--- src/rtl/eeprom_stream_reader_if.sv ---
`timescale 1ns/1ps
// eeprom_stream_reader_if
// Bundles the three buses of the EEPROM stream reader:
//   avs_csr_*   : CSR slave port (read/write strobes, 2-bit word address, 16-bit data)
//   avm_m0_*    : byte-wide read master towards the EEPROM slave port
//   aso_out_*   : byte stream source with start/end of packet markers
//   ins_irq_irq : level interrupt
// Modport master is the reader's view (it masters the EEPROM bus and sources
// the stream). Modport slave is the surrounding system's view (CSR host,
// EEPROM slave and stream sink).
interface eeprom_stream_reader_if;
    logic        avs_csr_read;
    logic        avs_csr_write;
    logic [1:0]  avs_csr_address;
    logic [15:0] avs_csr_writedata;
    logic [15:0] avs_csr_readdata;
    logic        avm_m0_read;
    logic [15:0] avm_m0_address;
    logic [7:0]  avm_m0_readdata;
    logic        avm_m0_waitrequest;
    logic [7:0]  aso_out_data;
    logic        aso_out_valid;
    logic        aso_out_ready;
    logic        aso_out_startofpacket;
    logic        aso_out_endofpacket;
    logic        ins_irq_irq;

    modport master (
        input  avs_csr_read, avs_csr_write, avs_csr_address, avs_csr_writedata,
        output avs_csr_readdata,
        output avm_m0_read, avm_m0_address,
        input  avm_m0_readdata, avm_m0_waitrequest,
        output aso_out_data, aso_out_valid, aso_out_startofpacket, aso_out_endofpacket,
        input  aso_out_ready,
        output ins_irq_irq
    );

    modport slave (
        output avs_csr_read, avs_csr_write, avs_csr_address, avs_csr_writedata,
        input  avs_csr_readdata,
        input  avm_m0_read, avm_m0_address,
        output avm_m0_readdata, avm_m0_waitrequest,
        input  aso_out_data, aso_out_valid, aso_out_startofpacket, aso_out_endofpacket,
        output aso_out_ready,
        input  ins_irq_irq
    );
endinterface

--- src/rtl/eeprom_stream_reader.sv ---
`timescale 1ns/1ps
// eeprom_stream_reader
// Reads LENGTH bytes from an EEPROM slave starting at START_ADDR, one
// outstanding byte read at a time, and forwards each byte on a stream port
// with start/end of packet markers. Software programs and monitors the
// transfer through four CSR words (0 ctrl/status, 1 START_ADDR, 2 LENGTH,
// 3 REMAINING). A read stalled for TIMEOUT_CYCLES cycles is abandoned.
// Ports:
//   csi_clk   : clock, all logic on its rising edge
//   rsi_reset : asynchronous active-low reset
//   bus       : CSR slave, EEPROM read master, byte stream source, irq
module eeprom_stream_reader #(
    parameter int unsigned TIMEOUT_CYCLES = 2_000_000
) (
    input  logic                          csi_clk,
    input  logic                          rsi_reset,
    eeprom_stream_reader_if.master        bus
);
    localparam int unsigned STALL_W = (TIMEOUT_CYCLES > 32'd1) ? $clog2(TIMEOUT_CYCLES) : 32'd1;
    localparam logic [STALL_W-1:0] STALL_MAX = STALL_W'(TIMEOUT_CYCLES - 32'd1);

    typedef enum logic [2:0] {
        ST_IDLE = 3'd0,
        ST_REQ  = 3'd1,
        ST_PUSH = 3'd2,
        ST_DONE = 3'd3,
        ST_ERR  = 3'd4
    } state_t;

    state_t             state_r;
    logic [15:0]        startAddr_r;
    logic [15:0]        length_r;
    logic [15:0]        remaining_r;
    logic [15:0]        addrCnt_r;
    logic [STALL_W-1:0] stallCnt_r;
    logic               irqEn_r;
    logic               done_r;
    logic               error_r;
    logic               busy_r;
    logic               firstByte_r;
    logic               abortPend_r;
    logic               read_r;
    logic [7:0]         data_r;
    logic               valid_r;
    logic               sop_r;
    logic               eop_r;
    logic [15:0]        csrRdata_r;

    logic               ctrlWr_s;
    logic               startReq_s;
    logic               abortReq_s;
    logic               clrDone_s;
    logic               clrErr_s;
    logic [15:0]        csrMux_s;

    assign ctrlWr_s   = bus.avs_csr_write & (bus.avs_csr_address == 2'd0);
    assign startReq_s = ctrlWr_s & bus.avs_csr_writedata[0];
    assign abortReq_s = ctrlWr_s & bus.avs_csr_writedata[1];
    assign clrDone_s  = ctrlWr_s & bus.avs_csr_writedata[3];
    assign clrErr_s   = ctrlWr_s & bus.avs_csr_writedata[4];

    // CSR read data selection
    always_comb begin
        csrMux_s = 16'd0;
        case (bus.avs_csr_address)
            2'd0:    csrMux_s = {11'd0, error_r, done_r, irqEn_r, 1'b0, busy_r};
            2'd1:    csrMux_s = startAddr_r;
            2'd2:    csrMux_s = length_r;
            2'd3:    csrMux_s = remaining_r;
            default: csrMux_s = 16'd0;
        endcase
    end

    // Registered CSR read data, zero whenever no read was strobed
    always_ff @(posedge csi_clk or negedge rsi_reset) begin
        if (!rsi_reset) begin
            csrRdata_r <= 16'd0;
        end else if (bus.avs_csr_read) begin
            csrRdata_r <= csrMux_s;
        end else begin
            csrRdata_r <= 16'd0;
        end
    end

    // Configuration registers; address and length are frozen while busy
    always_ff @(posedge csi_clk or negedge rsi_reset) begin
        if (!rsi_reset) begin
            startAddr_r <= 16'd0;
            length_r    <= 16'd0;
            irqEn_r     <= 1'b0;
        end else if (bus.avs_csr_write) begin
            case (bus.avs_csr_address)
                2'd0:    irqEn_r <= bus.avs_csr_writedata[2];
                2'd1:    if (!busy_r) startAddr_r <= bus.avs_csr_writedata;
                2'd2:    if (!busy_r) length_r <= bus.avs_csr_writedata;
                default: irqEn_r <= irqEn_r;
            endcase
        end
    end

    // Transfer FSM with its datapath and registered bus outputs
    always_ff @(posedge csi_clk or negedge rsi_reset) begin
        if (!rsi_reset) begin
            state_r     <= ST_IDLE;
            remaining_r <= 16'd0;
            addrCnt_r   <= 16'd0;
            stallCnt_r  <= '0;
            done_r      <= 1'b0;
            error_r     <= 1'b0;
            busy_r      <= 1'b0;
            firstByte_r <= 1'b0;
            abortPend_r <= 1'b0;
            read_r      <= 1'b0;
            data_r      <= 8'd0;
            valid_r     <= 1'b0;
            sop_r       <= 1'b0;
            eop_r       <= 1'b0;
        end else begin
            // Software clears first; a hardware set later in this block wins.
            if (clrDone_s) done_r <= 1'b0;
            if (clrErr_s)  error_r <= 1'b0;
            case (state_r)
                ST_IDLE: begin
                    abortPend_r <= 1'b0;
                    if (startReq_s) begin
                        addrCnt_r   <= startAddr_r;
                        remaining_r <= length_r;
                        done_r      <= 1'b0;
                        error_r     <= 1'b0;
                        firstByte_r <= 1'b1;
                        stallCnt_r  <= '0;
                        if (length_r == 16'd0) begin
                            state_r <= ST_DONE;
                        end else begin
                            state_r <= ST_REQ;
                            busy_r  <= 1'b1;
                            read_r  <= 1'b1;
                        end
                    end
                end
                ST_REQ: begin
                    if (!bus.avm_m0_waitrequest) begin
                        read_r     <= 1'b0;
                        stallCnt_r <= '0;
                        // An abort can only land once the slave has accepted the read.
                        if (abortPend_r || abortReq_s) begin
                            state_r <= ST_ERR;
                        end else begin
                            data_r  <= bus.avm_m0_readdata;
                            valid_r <= 1'b1;
                            sop_r   <= firstByte_r;
                            eop_r   <= (remaining_r == 16'd1);
                            state_r <= ST_PUSH;
                        end
                    end else if (stallCnt_r == STALL_MAX) begin
                        read_r     <= 1'b0;
                        stallCnt_r <= '0;
                        state_r    <= ST_ERR;
                    end else begin
                        stallCnt_r  <= stallCnt_r + STALL_W'(1);
                        abortPend_r <= abortPend_r | abortReq_s;
                    end
                end
                ST_PUSH: begin
                    if (bus.aso_out_ready) begin
                        // The beat is delivered even when an abort arrives with it.
                        valid_r     <= 1'b0;
                        sop_r       <= 1'b0;
                        eop_r       <= 1'b0;
                        firstByte_r <= 1'b0;
                        remaining_r <= remaining_r - 16'd1;
                        addrCnt_r   <= addrCnt_r + 16'd1;
                        if (abortReq_s) begin
                            state_r <= ST_ERR;
                        end else if (remaining_r == 16'd1) begin
                            state_r <= ST_DONE;
                        end else begin
                            state_r    <= ST_REQ;
                            read_r     <= 1'b1;
                            stallCnt_r <= '0;
                        end
                    end else if (abortReq_s) begin
                        valid_r <= 1'b0;
                        sop_r   <= 1'b0;
                        eop_r   <= 1'b0;
                        state_r <= ST_ERR;
                    end
                end
                ST_DONE: begin
                    done_r      <= 1'b1;
                    busy_r      <= 1'b0;
                    abortPend_r <= 1'b0;
                    state_r     <= ST_IDLE;
                end
                ST_ERR: begin
                    error_r     <= 1'b1;
                    busy_r      <= 1'b0;
                    abortPend_r <= 1'b0;
                    state_r     <= ST_IDLE;
                end
                default: begin
                    read_r  <= 1'b0;
                    valid_r <= 1'b0;
                    busy_r  <= 1'b0;
                    state_r <= ST_IDLE;
                end
            endcase
        end
    end

    assign bus.avs_csr_readdata      = csrRdata_r;
    assign bus.avm_m0_read           = read_r;
    assign bus.avm_m0_address        = addrCnt_r;
    assign bus.aso_out_data          = data_r;
    assign bus.aso_out_valid         = valid_r;
    assign bus.aso_out_startofpacket = sop_r;
    assign bus.aso_out_endofpacket   = eop_r;
    assign bus.ins_irq_irq           = irqEn_r & (done_r | error_r);
endmodule

--- src/flat_wrapper.sv ---
// flat-port wrapper written by rule: the top's interface ports become plain ports
module eeprom_stream_reader_flat 
#(
    parameter int unsigned TIMEOUT_CYCLES = 2_000_000
)
  (csi_clk, rsi_reset, bus_avs_csr_read, bus_avs_csr_write, bus_avs_csr_address, bus_avs_csr_writedata, bus_avs_csr_readdata, bus_avm_m0_read, bus_avm_m0_address, bus_avm_m0_readdata, bus_avm_m0_waitrequest, bus_aso_out_data, bus_aso_out_valid, bus_aso_out_startofpacket, bus_aso_out_endofpacket, bus_aso_out_ready, bus_ins_irq_irq);
  eeprom_stream_reader_if bus_i ();
  input  logic csi_clk;
  input  logic rsi_reset;
  input wire logic [$bits(bus_i.avs_csr_read)-1:0] bus_avs_csr_read;
  input wire logic [$bits(bus_i.avs_csr_write)-1:0] bus_avs_csr_write;
  input wire logic [$bits(bus_i.avs_csr_address)-1:0] bus_avs_csr_address;
  input wire logic [$bits(bus_i.avs_csr_writedata)-1:0] bus_avs_csr_writedata;
  output wire logic [$bits(bus_i.avs_csr_readdata)-1:0] bus_avs_csr_readdata;
  output wire logic [$bits(bus_i.avm_m0_read)-1:0] bus_avm_m0_read;
  output wire logic [$bits(bus_i.avm_m0_address)-1:0] bus_avm_m0_address;
  input wire logic [$bits(bus_i.avm_m0_readdata)-1:0] bus_avm_m0_readdata;
  input wire logic [$bits(bus_i.avm_m0_waitrequest)-1:0] bus_avm_m0_waitrequest;
  output wire logic [$bits(bus_i.aso_out_data)-1:0] bus_aso_out_data;
  output wire logic [$bits(bus_i.aso_out_valid)-1:0] bus_aso_out_valid;
  output wire logic [$bits(bus_i.aso_out_startofpacket)-1:0] bus_aso_out_startofpacket;
  output wire logic [$bits(bus_i.aso_out_endofpacket)-1:0] bus_aso_out_endofpacket;
  input wire logic [$bits(bus_i.aso_out_ready)-1:0] bus_aso_out_ready;
  output wire logic [$bits(bus_i.ins_irq_irq)-1:0] bus_ins_irq_irq;
  assign bus_i.avs_csr_read = bus_avs_csr_read;
  assign bus_i.avs_csr_write = bus_avs_csr_write;
  assign bus_i.avs_csr_address = bus_avs_csr_address;
  assign bus_i.avs_csr_writedata = bus_avs_csr_writedata;
  assign bus_avs_csr_readdata = bus_i.avs_csr_readdata;
  assign bus_avm_m0_read = bus_i.avm_m0_read;
  assign bus_avm_m0_address = bus_i.avm_m0_address;
  assign bus_i.avm_m0_readdata = bus_avm_m0_readdata;
  assign bus_i.avm_m0_waitrequest = bus_avm_m0_waitrequest;
  assign bus_aso_out_data = bus_i.aso_out_data;
  assign bus_aso_out_valid = bus_i.aso_out_valid;
  assign bus_aso_out_startofpacket = bus_i.aso_out_startofpacket;
  assign bus_aso_out_endofpacket = bus_i.aso_out_endofpacket;
  assign bus_i.aso_out_ready = bus_aso_out_ready;
  assign bus_ins_irq_irq = bus_i.ins_irq_irq;
  eeprom_stream_reader #(.TIMEOUT_CYCLES(TIMEOUT_CYCLES)) u_core (.csi_clk(csi_clk), .rsi_reset(rsi_reset), .bus(bus_i));
endmodule
--- config.mk ---
export PLATFORM = sky130hd
export DESIGN_NAME = eeprom_stream_reader_flat
export DESIGN_NICKNAME = d
export VERILOG_FILES = /design/src/rtl/eeprom_stream_reader_if.sv /design/src/rtl/eeprom_stream_reader.sv /design/src/flat_wrapper.sv
export SDC_FILE = /design/constraint.sdc
export NUM_CORES = 1
export LEC_CHECK = 0
export BUFFER_PORTS_ARGS = -buffer_cell sky130_fd_sc_hd__buf_4
export CORE_ASPECT_RATIO = 0.75
export CORE_UTILIZATION = 41
export CTS_CLUSTER_DIAMETER = 150
export DETAILED_ROUTE_END_ITERATION = 10
export GPL_TIMING_DRIVEN = 0
export PLACE_DENSITY = 0.58
export SLEW_MARGIN = 0
export SYNTH_ARGS = -nofsm -noshare
export SYNTH_HDL_FRONTEND = slang
export SYNTH_SLANG_ARGS = --single-unit
--- constraint.sdc ---
create_clock -name csi_clk -period 2.7 [get_ports csi_clk]
set_input_delay 0.54 -clock csi_clk [delete_from_list [all_inputs] [get_ports csi_clk]]
set_output_delay 0.54 -clock csi_clk [all_outputs]
set_load 0.01 [all_outputs]
==> implementation parameters, run 1 <==
Parameter                              Value

Die
  Vertical die dimension ... about 110 µm
  Starting density of the core ... approximately 43%
  Number of placed I/O pins ... 77
  Die outline width ... 146 µm
  Core Region ... roughly 15000 µm²
  Placement Rows ... 38
  Overall die area ... around 16000 µm²

Pwr
  Worst VDD drop ... roughly 0.57 mV
  Part of the power in registers ... about two fifths
  Areal power density over the cells ... just over 1000 nW/µm²
  Leakage power figure ... 3.31 nW
  Int Power ... roughly 5 mW
  Logic gate share of total power ... between 30% and 40%
  Fraction of power spent switching nets ... between 30% and 40%
  Clock group share of total power ... between 20% and 30%
  Switching pwr ... roughly 2.7 mW

Setup path
  List of cells traversed by the critical path ... buf_2 > or3b_1 > clkbuf_1 > clkbuf_1 > clkbuf_1 > nand2_1 > a31oi_1
  Number of buffers and inverters on the critical path ... 4
  Maximum fanout along the worst path ... 10
  Largest stage delay on the critical path ... roughly 0.55 ns
  Kind of start point of the critical path ... flip-flop
  Required time of the worst setup path ... 3.03 ns
  Cell with the largest stage delay on the worst path ... clkbuf_1
  Type of the worst setup path ... reg -> reg
  Kind of end point of the critical path ... flip-flop
  Cell repeated most along the worst path ... clkbuf_1
  Critical path data arrival time ... roughly 2.9 ns
  Critical path's top delay family ... buffers and inverters

Clocking
  Number of H-tree levels ... 4
  Max Root-Sink Buffers ... 2
  Post-CTS Hold Fix Bufs ... 0
  Cell chosen for the clock root ... clkbuf_16
  Worst-Skew Late Latency ... between 0.4 and 0.5 ns
  Post-CTS setup repair buffer count ... 0
  CTS sink cnt ... roughly 120
  Resize count post-CTS ... 0
  Clock tree from TritonCTS ... yes
  Number of clock buffers inserted by TritonCTS ... 17
  Clock-pin slew of the registers on the worst-case setup and hold paths ... 0.05 ns

Finish
  NumNets Final ... between 700 and 800
  Core utilization of the finished layout ... 52.4%
  Commonest non-fill, non-tap cells in the layout ... 122 x dfrtp_1, 79 x buf_4, 53 x mux2_2, 52 x nand2_1, 46 x a21oi_1
  Layout Cells excl Fill ... 930
  Layout area overhead ... 22.3%
  Most common library cell in the layout ignoring fill and taps ... dfrtp_1
  Non-Filler Cell Area, Final ... about 7800 µm²
  Area of the multi-input gates ... slightly above 3000 µm²
  Register cell area after layout ... 3050 µm²
  # fillers ... about 1400
  Fraction of layout cells with a size suffix above 1 ... a little over a quarter
  N_diodes ... 0

Logic synthesis
  Net count after synthesis ... 658
  Count of cell types in the netlist ... 71
  Number of flops mapped to enable cells by yosys ... 0
  Cell accounting for the most synthesized area ... dfrtp_1
  Share of the synthesized area in the top cell type ... around half
  Sequential cell area fraction in the yosys report ... 48.2%
  Proportion of synthesized flip-flops having asynchronous set or reset ... 100%
  Average instance area after synthesis ... 10.2 µm²
  Synth warnings ... 0
  Synth Flop Type ... dfrtp_1
  Instance count of the mapped netlist ... 622
  Synth area leaders ... dfrtp_1 48%, mux2_2 9.4%, a21oi_1 3.6%, o21ai_0 3.4%, nand2_1 3.1%
  Total standard cell area after synthesis ... 6340 µm²
  Number of flip-flops and latches in the synthesized netlist ... about 120

STA
  Clock Skew ... 0.00764 ns
  Final total negative setup slack ... 0 ns
  Setup violation total in the final timing report ... 0
  Final Critical Period ... around 2.5 ns
  Total count of max-transition violations in the final report ... 0
  RSZ-0062 raised after global routing ... no
  Relative slew margins ... roughly 47%
  Period Utilization, post-route ... a little over nine tenths
  Final count of hold timing violations ... 0
  Worst Max-Slew Pin Slew ... approximately 0.80 ns
  Achievable clock frequency ... 394 MHz

Placement
  Placed Instances ... 899
  IO buf count ... 76
  HPWL after detailed placement ... 13.3 mm
  Routability-driven placement congestion ratio ... ~0.9
  Placed inst area ... 7190 µm²

Detailed routing
  Number of antenna-violating nets in the routed design ... 0
  Violation count after the first detailed-route iteration ... just over 500
  DR vias ... around 5600
  1st-pass router iterations ... 4
  Drt drc ... 0
  Via density per instance ... between 5 and 6
  Average routed wire per standard cell ... 19.9 µm
  Post-Route WL ... between 15 and 20 mm

Global routing
  Pin count of the biggest net entering global routing ... between 60 and 70
  Overflow left after global routing ... 0
  Via count of the first global-routing pass ... ~5400
  Global-route usage over all layers ... approximately a quarter
  Global-route wire length before repair ... between 30 and 40 mm
  Number of antenna violations at the first check in global routing ... 0

Run status
  Status ... complete, no violations

Hold path
  Classification of the worst-slack hold path ... in -> async

Run
  Number of max-cap violations ... 0
-- final timing paths --
path / depth (start not counted) / slack [ns] / start / endpoint
max: 7 / 0.16 / u_core.state_r[1] / u_core.bus.avm_m0_address[1]
min: 1 / 0.10 / rsi_reset / u_core.bus.aso_out_data[5]
max reg2reg: 7 / 0.16 / u_core.state_r[1] / u_core.bus.avm_m0_address[1]
min reg2reg: 2 / 0.48 / u_core.firstByte_r / u_core.firstByte_r
max in group asynchronous: 2 / 1.89 / rsi_reset / u_core.bus.avs_csr_readdata[2]
min in group csi_clk: 2 / 0.36 / bus_avm_m0_readdata[2] / u_core.bus.aso_out_data[2]
-- state kept, by name (all words and copies together), names as in the netlist, 3 cells and up --
name	cells
u_core.bus.aso_out_data	8
u_core.bus.avm_m0_address	16
u_core.bus.avs_csr_readdata	16
u_core.length_r	16
u_core.remaining_r	16
u_core.stallCnt_r	21
u_core.startAddr_r	16
u_core.state_r	3
-- synthesized netlist by cell type (11+ instances only) --
cell type,n
a21oi_1,46
a22oi_1,16
a31oi_1,19
clkbuf_1,22
dfrtp_1,122
inv_1,11
mux2_2,53
nand2_1,52
nand3_1,19
nor2_1,36
nor2b_1,15
nor3_1,16
nor4_1,15
o21ai_0,43
-- cell families after synthesis --
logic type	count (synthesis)	synth area share [%]
AND/OR/NAND/NOR	206	17.8
AO/OA/AOI/OAI	181	18.6
flip-flops	122	48.2
multiplexers	57	10.9
buffers and inverters	52	3.77
adder cells (fa/ha/maj)	4	0.790
-- layer usage --
metal	routed length, µm	share of wire, %	vias up	global-route usage, %
met4	249	1.3	0	8.50
met5	0	0	-	0
li1	-	-	2536	-
met3	1490	8.1	23	7.14
met2	7300	39	239	33.4
met1	9490	51	2753	38.0
-- metrics by stage --
| stage | total power [mW] | setup slack [ns] | hold WS [ns] |
|---|---|---|---|
| after detailed placement | 5.57 | 0.182 | 0.465 |
| after global placement | 5.52 | 0.224 | 0.481 |
| final | 7.82 | 0.160 | 0.101 |
| after global routing | 8.27 | 0.0395 | 0.130 |
| after CTS | 7.80 | 0.252 | 0.115 |
| after floorplan | 4.49 | 0.596 | 0.244 |
-- layout make-up --
| type | instances | area share, % |
|---|---|---|
| multi-input cells | 448 | 39.3 |
| clock buffers | 22 | 5.99 |
| inverters | 11 | 0.533 |
| well taps | 200 | 3.23 |
| plain buffers | 41 | 2.55 |
| repair buffers | 77 | 7.76 |
| flip-flops and latches | 122 | 39.4 |
| clock inverters | 9 | 1.26 |
-- power groups by stage --
stage          Sequential [mW]  Combinational [mW]  Clock [mW]
3_3_place_gp              3.23                2.29           0
2_1_floorplan             3.08                1.41           0
4_1_cts                   3.23                2.36        2.22
5_1_grt                   3.36                2.60        2.32
6_report                  3.25                2.37        2.20
3_5_place_dp              3.24                2.33           0
Note: power is estimated with default switching activity, not from simulation.
==> inputs of run 2 (changes only) <==
==> constraint.sdc (replaced) <==
create_clock -name csi_clk -period 2.7 [get_ports csi_clk]
set_input_delay 0.27 -clock csi_clk [delete_from_list [all_inputs] [get_ports csi_clk]]
set_output_delay 0.27 -clock csi_clk [all_outputs]
set_load 0.01 [all_outputs]
==> run 2 against run 1 <==
Global-route usage is essentially flat. Via count shrank 0.16%. Sequential power is essentially flat. Routed wire length shrank 0.25%. Critical endpoint unchanged.
==> implementation parameters, run 2 (synthesis gave the netlist of run 1 again) <==
Parameter                              Value

Setup path
  Cell with the largest stage delay on the worst path ... clkbuf_1 (unchanged)
  Kind of start point of the critical path ... flip-flop (unchanged)
  Kind of end point of the critical path ... flip-flop (unchanged)
  Type of the worst setup path ... reg -> reg (unchanged)
  List of cells traversed by the critical path ... buf_2 > or3b_1 > clkbuf_1 > clkbuf_1 > clkbuf_1 > nand2_1 > a31oi_1 (unchanged)
  Critical path data arrival time ... 2.89 ns (was 2.87 ns)
  Maximum fanout along the worst path ... 10 (unchanged)
  Required time of the worst setup path ... 3.03 ns (about the same)
  Cell repeated most along the worst path ... clkbuf_1 (unchanged)
  Largest stage delay on the critical path ... 0.54 ns (was 0.55 ns)

Detailed routing
  Number of antenna-violating nets in the routed design ... 0 (unchanged)
  Violation count after the first detailed-route iteration ... 588 (was 506)
  1st-pass router iterations ... 5 (was 4)
  Drt drc ... 0 (unchanged)
  DR vias ... 5542 (was 5551)
  Via density per instance ... 5.95 (was 5.97)
  Average routed wire per standard cell ... 19.9 µm (about the same)
  Post-Route WL ... 18.5 mm (about the same)

Global routing
  Global-route usage over all layers ... 25.0% (about the same)
  Number of antenna violations at the first check in global routing ... 0 (unchanged)
  Global-route track usage on met2 ... 33.4% (unchanged)
  Gr busiest metal ... met1 (unchanged)
  Global-route wire length before repair ... 30.2 mm (about the same)
  Pin count of the biggest net entering global routing ... 64 (unchanged)
  Routing usage on met1 ... 38.0% (about the same)
  Overflow left after global routing ... 0 (unchanged)
  Met3 routing resource usage after global routing ... 7.14% (unchanged)
  Via count of the first global-routing pass ... 5353 (was 5350)

Die
  Overall die area ... 16000 µm² (unchanged)
  Placement Rows ... 38 (unchanged)
  Core Region ... 14800 µm² (unchanged)
  Number of placed I/O pins ... 77 (unchanged)
  Vertical die dimension ... 110 µm (unchanged)
  Starting density of the core ... 42.9% (unchanged)
  Die outline width ... 146 µm (unchanged)

Run
  Number of max-cap violations ... 0 (unchanged)

Clocking
  CTS sink cnt ... 122 (unchanged)
  Worst-Skew Late Latency ... 0.42 ns (about the same)
  Post-CTS setup repair buffer count ... 0 (unchanged)
  Number of H-tree levels ... 4 (unchanged)
  Max Root-Sink Buffers ... 2 (unchanged)
  Cell chosen for the clock root ... clkbuf_16 (unchanged)
  Resize count post-CTS ... 0 (unchanged)
  Clock-pin slew of the registers on the worst-case setup and hold paths ... 0.05 ns (about the same)
  Post-CTS Hold Fix Bufs ... 1 (was 0)
  Number of clock buffers inserted by TritonCTS ... 17 (unchanged)
  Clock tree from TritonCTS ... yes (unchanged)

Finish
  Max FFs per register ... 21 (unchanged)
  Commonest non-fill, non-tap cells in the layout ... 122 x dfrtp_1, 79 x buf_4, 53 x mux2_2, 52 x nand2_1, 46 x a21oi_1 (unchanged)
  Largest reg by FF count ... u_core.stallCnt_r (unchanged)
  N_diodes ... 0 (unchanged)
  Core utilization of the finished layout ... 52.5% (was 52.4%)
  Layout area overhead ... 22.5% (was 22.3%)
  Layout Cells excl Fill ... 931 (was 930)
  Most common library cell in the layout ignoring fill and taps ... dfrtp_1 (unchanged)
  # fillers ... 1351 (was 1352)
  NumNets Final ... 755 (was 754)
  Fraction of layout cells with a size suffix above 1 ... 26.8% (about the same)
  Non-Filler Cell Area, Final ... 7760 µm² (was 7750 µm²)

STA
  Final Worst Setup Slack ... 0.146 ns (was 0.160 ns)
  Final count of hold timing violations ... 0 (unchanged)
  Achievable clock frequency ... 392 MHz (was 394 MHz)
  RSZ-0062 raised after global routing ... no (unchanged)
  Relative slew margins ... 45.3% (was 46.5%)
  Total count of max-transition violations in the final report ... 0 (unchanged)
  Worst Max-Slew Pin Slew ... 0.818 ns (was 0.801 ns)
  Clock Skew ... 0.0103 ns (was 0.00764 ns)
  Final Critical Period ... 2.55 ns (was 2.54 ns)
  Setup violation total in the final timing report ... 0 (unchanged)
  Period Utilization, post-route ... 94.6% (was 94.1%)
  Final total negative setup slack ... 0 ns (unchanged)
  Final Hold Slack ... 0.0825 ns (was 0.101 ns)

Run status
  Status ... complete, no violations (unchanged)

Pwr
  Leakage power figure ... 3.32 nW (was 3.31 nW)
  Tot Pwr ... 7.82 mW (about the same)
  Areal power density over the cells ... 1010 nW/µm² (about the same)
  Worst VDD drop ... 0.575 mV (was 0.574 mV)

Placement
  Placed Instances ... 899 (unchanged)
  Routability-driven placement congestion ratio ... 0.886 (unchanged)
  IO buf count ... 76 (unchanged)
  Placed inst area ... 7190 µm² (unchanged)
  Worst slack, placed ... 0.290 ns (was 0.182 ns)
  HPWL after detailed placement ... 13.3 mm (unchanged)

Hold path
  Classification of the worst-slack hold path ... in -> reg (was in -> async)
## run 2: report_power, final
| group | internal [mW] | switching, mW |
|---|---|---|
| sequential | 2.47 | 0.786 |
| combinational | 1.24 | 1.13 |
| clock | 1.39 | 0.811 |
## run 2: path summary, 6_finish.rpt
| check | from | endpoint | slack (ns) | cells after the start |
|---|---|---|---|---|
| worst max-delay path | u_core.state_r[1] | u_core.bus.avm_m0_address[1] | 0.15 | 7 |
| worst min-delay path | bus_avm_m0_readdata[2] | u_core.bus.aso_out_data[2] | 0.08 | 2 |
| worst max register to register | u_core.state_r[1] | u_core.bus.avm_m0_address[1] | 0.15 | 7 |
| worst min register to register | u_core.firstByte_r | u_core.firstByte_r | 0.48 | 2 |
| max in group asynchronous | rsi_reset | u_core.remaining_r[11] | 1.58 | 3 |
| min in group asynchronous | rsi_reset | u_core.bus.aso_out_data[5] | 0.40 | 2 |
## run 2: layout make-up
type | instances | area [µm²] | share of cell area [%]
multi-input cells | 448 | 3050 | 39.2
well taps | 200 | 250 | 3.22
clock inverters | 9 | 97.6 | 1.26
clock buffers | 22 | 464 | 5.98
repair buffers | 78 | 612 | 7.88
inverters | 11 | 41.3 | 0.532
flip-flops and latches | 122 | 3050 | 39.3
plain buffers | 41 | 198 | 2.55
## run 2: worst max-delay path: cells and delay by family (launching register included)
family / cells / cell delay (ns)
compound gates: 1 / 0.20
flops: 1 / 0.35
buf+inv: 4 / 1.58
simple gates: 2 / 0.34
## run 2: metal layers
layer	routed length, µm	part of all wire [%]
met1	9290	50
met5	0	0
met3	1570	8.5
met4	243	1.3
met2	7370	40
==> inputs of run 3 (changes only) <==
--- a/config.mk
+++ b/config.mk
@@ -12,6 +12,7 @@
 export DETAILED_ROUTE_END_ITERATION = 10
 export GPL_TIMING_DRIVEN = 0
 export PLACE_DENSITY = 0.58
+export RECOVER_POWER = 25
 export SLEW_MARGIN = 0
 export SYNTH_ARGS = -nofsm -noshare
 export SYNTH_HDL_FRONTEND = slang
==> run 3 against run 2 <==
The flow now finishes with violations (max-capacitance violations, max-slew violations). Clock power hardly changed. Via count is 0.31% higher. Combinational power hardly changed. Core utilization is 0.25 points lower. Power is 0.23% lower. Critical endpoint unchanged.
==> implementation parameters, run 3 (synthesis gave the netlist of run 1 again) <==
Parameter                              Value

Detailed routing
  Via density per instance ... 5.97 (was 5.95)
  DR vias ... 5559 (was 5542)
  Average routed wire per standard cell ... 19.9 µm (about the same)
  Drt drc ... 0 (unchanged)
  1st-pass router iterations ... 5 (unchanged)
  Post-Route WL ... 18.5 mm (about the same)
  Number of antenna-violating nets in the routed design ... 0 (unchanged)
  Violation count after the first detailed-route iteration ... 588 (unchanged)

Pwr
  Worst VDD drop ... 0.573 mV (was 0.575 mV)
  Tot Pwr ... 7.80 mW (was 7.82 mW)
  Leakage power figure ... 3.28 nW (was 3.32 nW)
  Areal power density over the cells ... 1010 nW/µm² (about the same)

Setup path
  Largest stage delay on the critical path ... 0.55 ns (was 0.54 ns)
  Kind of end point of the critical path ... flip-flop (unchanged)
  Maximum fanout along the worst path ... 10 (unchanged)
  Cell repeated most along the worst path ... clkbuf_1 (unchanged)
  Kind of start point of the critical path ... flip-flop (unchanged)
  Depth of the worst register-to-register path ... 7 (unchanged)
  End of the worst register-to-register path ... u_core.bus.avm_m0_address[1] (unchanged)
  Cell with the largest stage delay on the worst path ... clkbuf_1 (unchanged)
  Slack of the worst reg-to-reg path ... 0.13 ns (was 0.15 ns)
  Type of the worst setup path ... reg -> reg (unchanged)
  Critical path data arrival time ... 2.90 ns (was 2.89 ns)
  Required time of the worst setup path ... 3.03 ns (about the same)
  Launch instance of the worst register-to-register path ... u_core.state_r[1] (unchanged)
  List of cells traversed by the critical path ... buf_2 > or3b_1 > clkbuf_1 > clkbuf_1 > clkbuf_1 > nand2_1 > a31oi_1 (unchanged)

Hold path
  Terminating pin of the worst hold path ... u_core.bus.aso_out_data[2] (unchanged)
  Startpoint of the lowest-slack hold path ... bus_avm_m0_readdata[2] (unchanged)
  Number of cells traversed by the worst hold path ... 2 (unchanged)
  Classification of the worst-slack hold path ... in -> reg (unchanged)

Global routing
  Met3 routing resource usage after global routing ... 7.14% (unchanged)
  Global-route wire length before repair ... 30.2 mm (unchanged)
  Global-route track usage on met2 ... 33.4% (unchanged)
  Global-route usage over all layers ... 25.0% (unchanged)
  Via count of the first global-routing pass ... 5353 (unchanged)
  Number of antenna violations at the first check in global routing ... 0 (unchanged)
  Overflow left after global routing ... 0 (unchanged)
  Pin count of the biggest net entering global routing ... 64 (unchanged)
  Gr busiest metal ... met1 (unchanged)
  Routing usage on met1 ... 38.0% (unchanged)

Clocking
  Resize count post-CTS ... 0 (unchanged)
  Post-CTS Hold Fix Bufs ... 1 (unchanged)
  Clock tree from TritonCTS ... yes (unchanged)
  Clock-pin slew of the registers on the worst-case setup and hold paths ... 0.05 ns (about the same)
  CTS sink cnt ... 122 (unchanged)
  Cell chosen for the clock root ... clkbuf_16 (unchanged)
  Post-CTS setup repair buffer count ... 0 (unchanged)
  Number of clock buffers inserted by TritonCTS ... 17 (unchanged)
  Worst-Skew Late Latency ... 0.42 ns (about the same)
  Number of H-tree levels ... 4 (unchanged)
  Max Root-Sink Buffers ... 2 (unchanged)

Finish
  Fraction of layout cells with a size suffix above 1 ... 25.7% (was 26.8%)
  Most common library cell in the layout ignoring fill and taps ... dfrtp_1 (unchanged)
  N_diodes ... 0 (unchanged)
  Max FFs per register ... 21 (unchanged)
  Commonest non-fill, non-tap cells in the layout ... 122 x dfrtp_1, 71 x buf_4, 53 x mux2_2, 52 x nand2_1, 46 x a21oi_1 (was 122 x dfrtp_1, 79 x buf_4, 53 x mux2_2, 52 x nand2_1, 46 x a21oi_1)
  Layout area overhead ... 21.9% (was 22.5%)
  Largest reg by FF count ... u_core.stallCnt_r (unchanged)
  NumNets Final ... 755 (unchanged)
  Core utilization of the finished layout ... 52.3% (was 52.5%)

Die
  Placement Rows ... 38 (unchanged)
  Die outline width ... 146 µm (unchanged)
  Number of placed I/O pins ... 77 (unchanged)
  Starting density of the core ... 42.9% (unchanged)
  Overall die area ... 16000 µm² (unchanged)
  Vertical die dimension ... 110 µm (unchanged)
  Core Region ... 14800 µm² (unchanged)

STA
  Final Critical Period ... 2.57 ns (was 2.55 ns)
  RSZ-0062 raised after global routing ... no (unchanged)
  Achievable clock frequency ... 390 MHz (was 392 MHz)
  Worst Max-Slew Pin Slew ... 1.54 ns (was 0.818 ns)
  Relative slew margins ... -2.92% (was 45.3%)
  Final total negative setup slack ... 0 ns (unchanged)
  Final count of hold timing violations ... 0 (unchanged)
  Setup violation total in the final timing report ... 0 (unchanged)
  Total count of max-transition violations in the final report ... 60 (was 0)
  Final Worst Setup Slack ... 0.133 ns (was 0.146 ns)
  Clock Skew ... 0.0111 ns (was 0.0103 ns)
  Period Utilization, post-route ... 95.1% (was 94.6%)

Run
  Number of max-cap violations ... 1 (was 0)

Placement
  Worst slack, placed ... 0.290 ns (unchanged)
  Routability-driven placement congestion ratio ... 0.886 (unchanged)
  IO buf count ... 76 (unchanged)
  HPWL after detailed placement ... 13.3 mm (unchanged)

Run status
  Failing checks ... max-capacitance violations, max-slew violations
  Status ... finished, violations left (was complete, no violations)
## run 3: worst max path at each step
stage	start	to	slack, ns	depth (start not counted)
3_3_place_gp	u_core.state_r[1]	u_core.bus.avm_m0_address[1]	0.28	7
3_5_place_dp	u_core.state_r[1]	u_core.bus.avm_m0_address[1]	0.29	7
4_1_cts	u_core.state_r[1]	u_core.bus.avm_m0_address[1]	0.25	7
2_1_floorplan	u_core.remaining_r[0]	u_core.remaining_r[14]	0.60	7
6_report	u_core.state_r[1]	u_core.bus.avm_m0_address[1]	0.13	7
5_1_grt	u_core.state_r[1]	u_core.bus.avm_m0_address[1]	0.04	7
## run 3: final cells by class
class | count | area [µm²]
buffer | 41 | 198
clock buffer | 22 | 464
clock inverter | 9 | 97.6
fill | 1354 | 7060
inverter | 11 | 41.3
multi-input combinational | 448 | 3050
sequential | 122 | 3050
tap | 200 | 250
timing repair buffer | 78 | 576
## run 3: per-layer routing
layer | vias up | share of wire, %
met5 | - | 0
met1 | 2752 | 50
met3 | 25 | 8.5
li1 | 2543 | -
met4 | 0 | 1.4
met2 | 239 | 40
## run 3: per-stage QoR
step                      cells  area [µm²]  hold slack [ns]
after floorplan             622        6340          -0.0256
after global placement      898        7160            0.481
after detailed placement    899        7190            0.284
after CTS                   931        7760           0.0758
after global routing        931        7730           0.0770
final                       931        7730           0.0845
## run 3: critical path, delay by kind of cell (launching register included)
| kind | cells | cell delay, ns |
|---|---|---|
| buf+inv | 4 | 1.59 |
| compound gates | 1 | 0.20 |
| simple gates | 2 | 0.34 |
| flops | 1 | 0.35 |
## run 3: where the power goes
group	internal, mW	switching [mW]	leakage [nW]	total [mW]
Clock	1.39	0.811	0.279	2.20
Sequential	2.47	0.784	1.57	3.25
Combinational	1.22	1.13	1.43	2.35
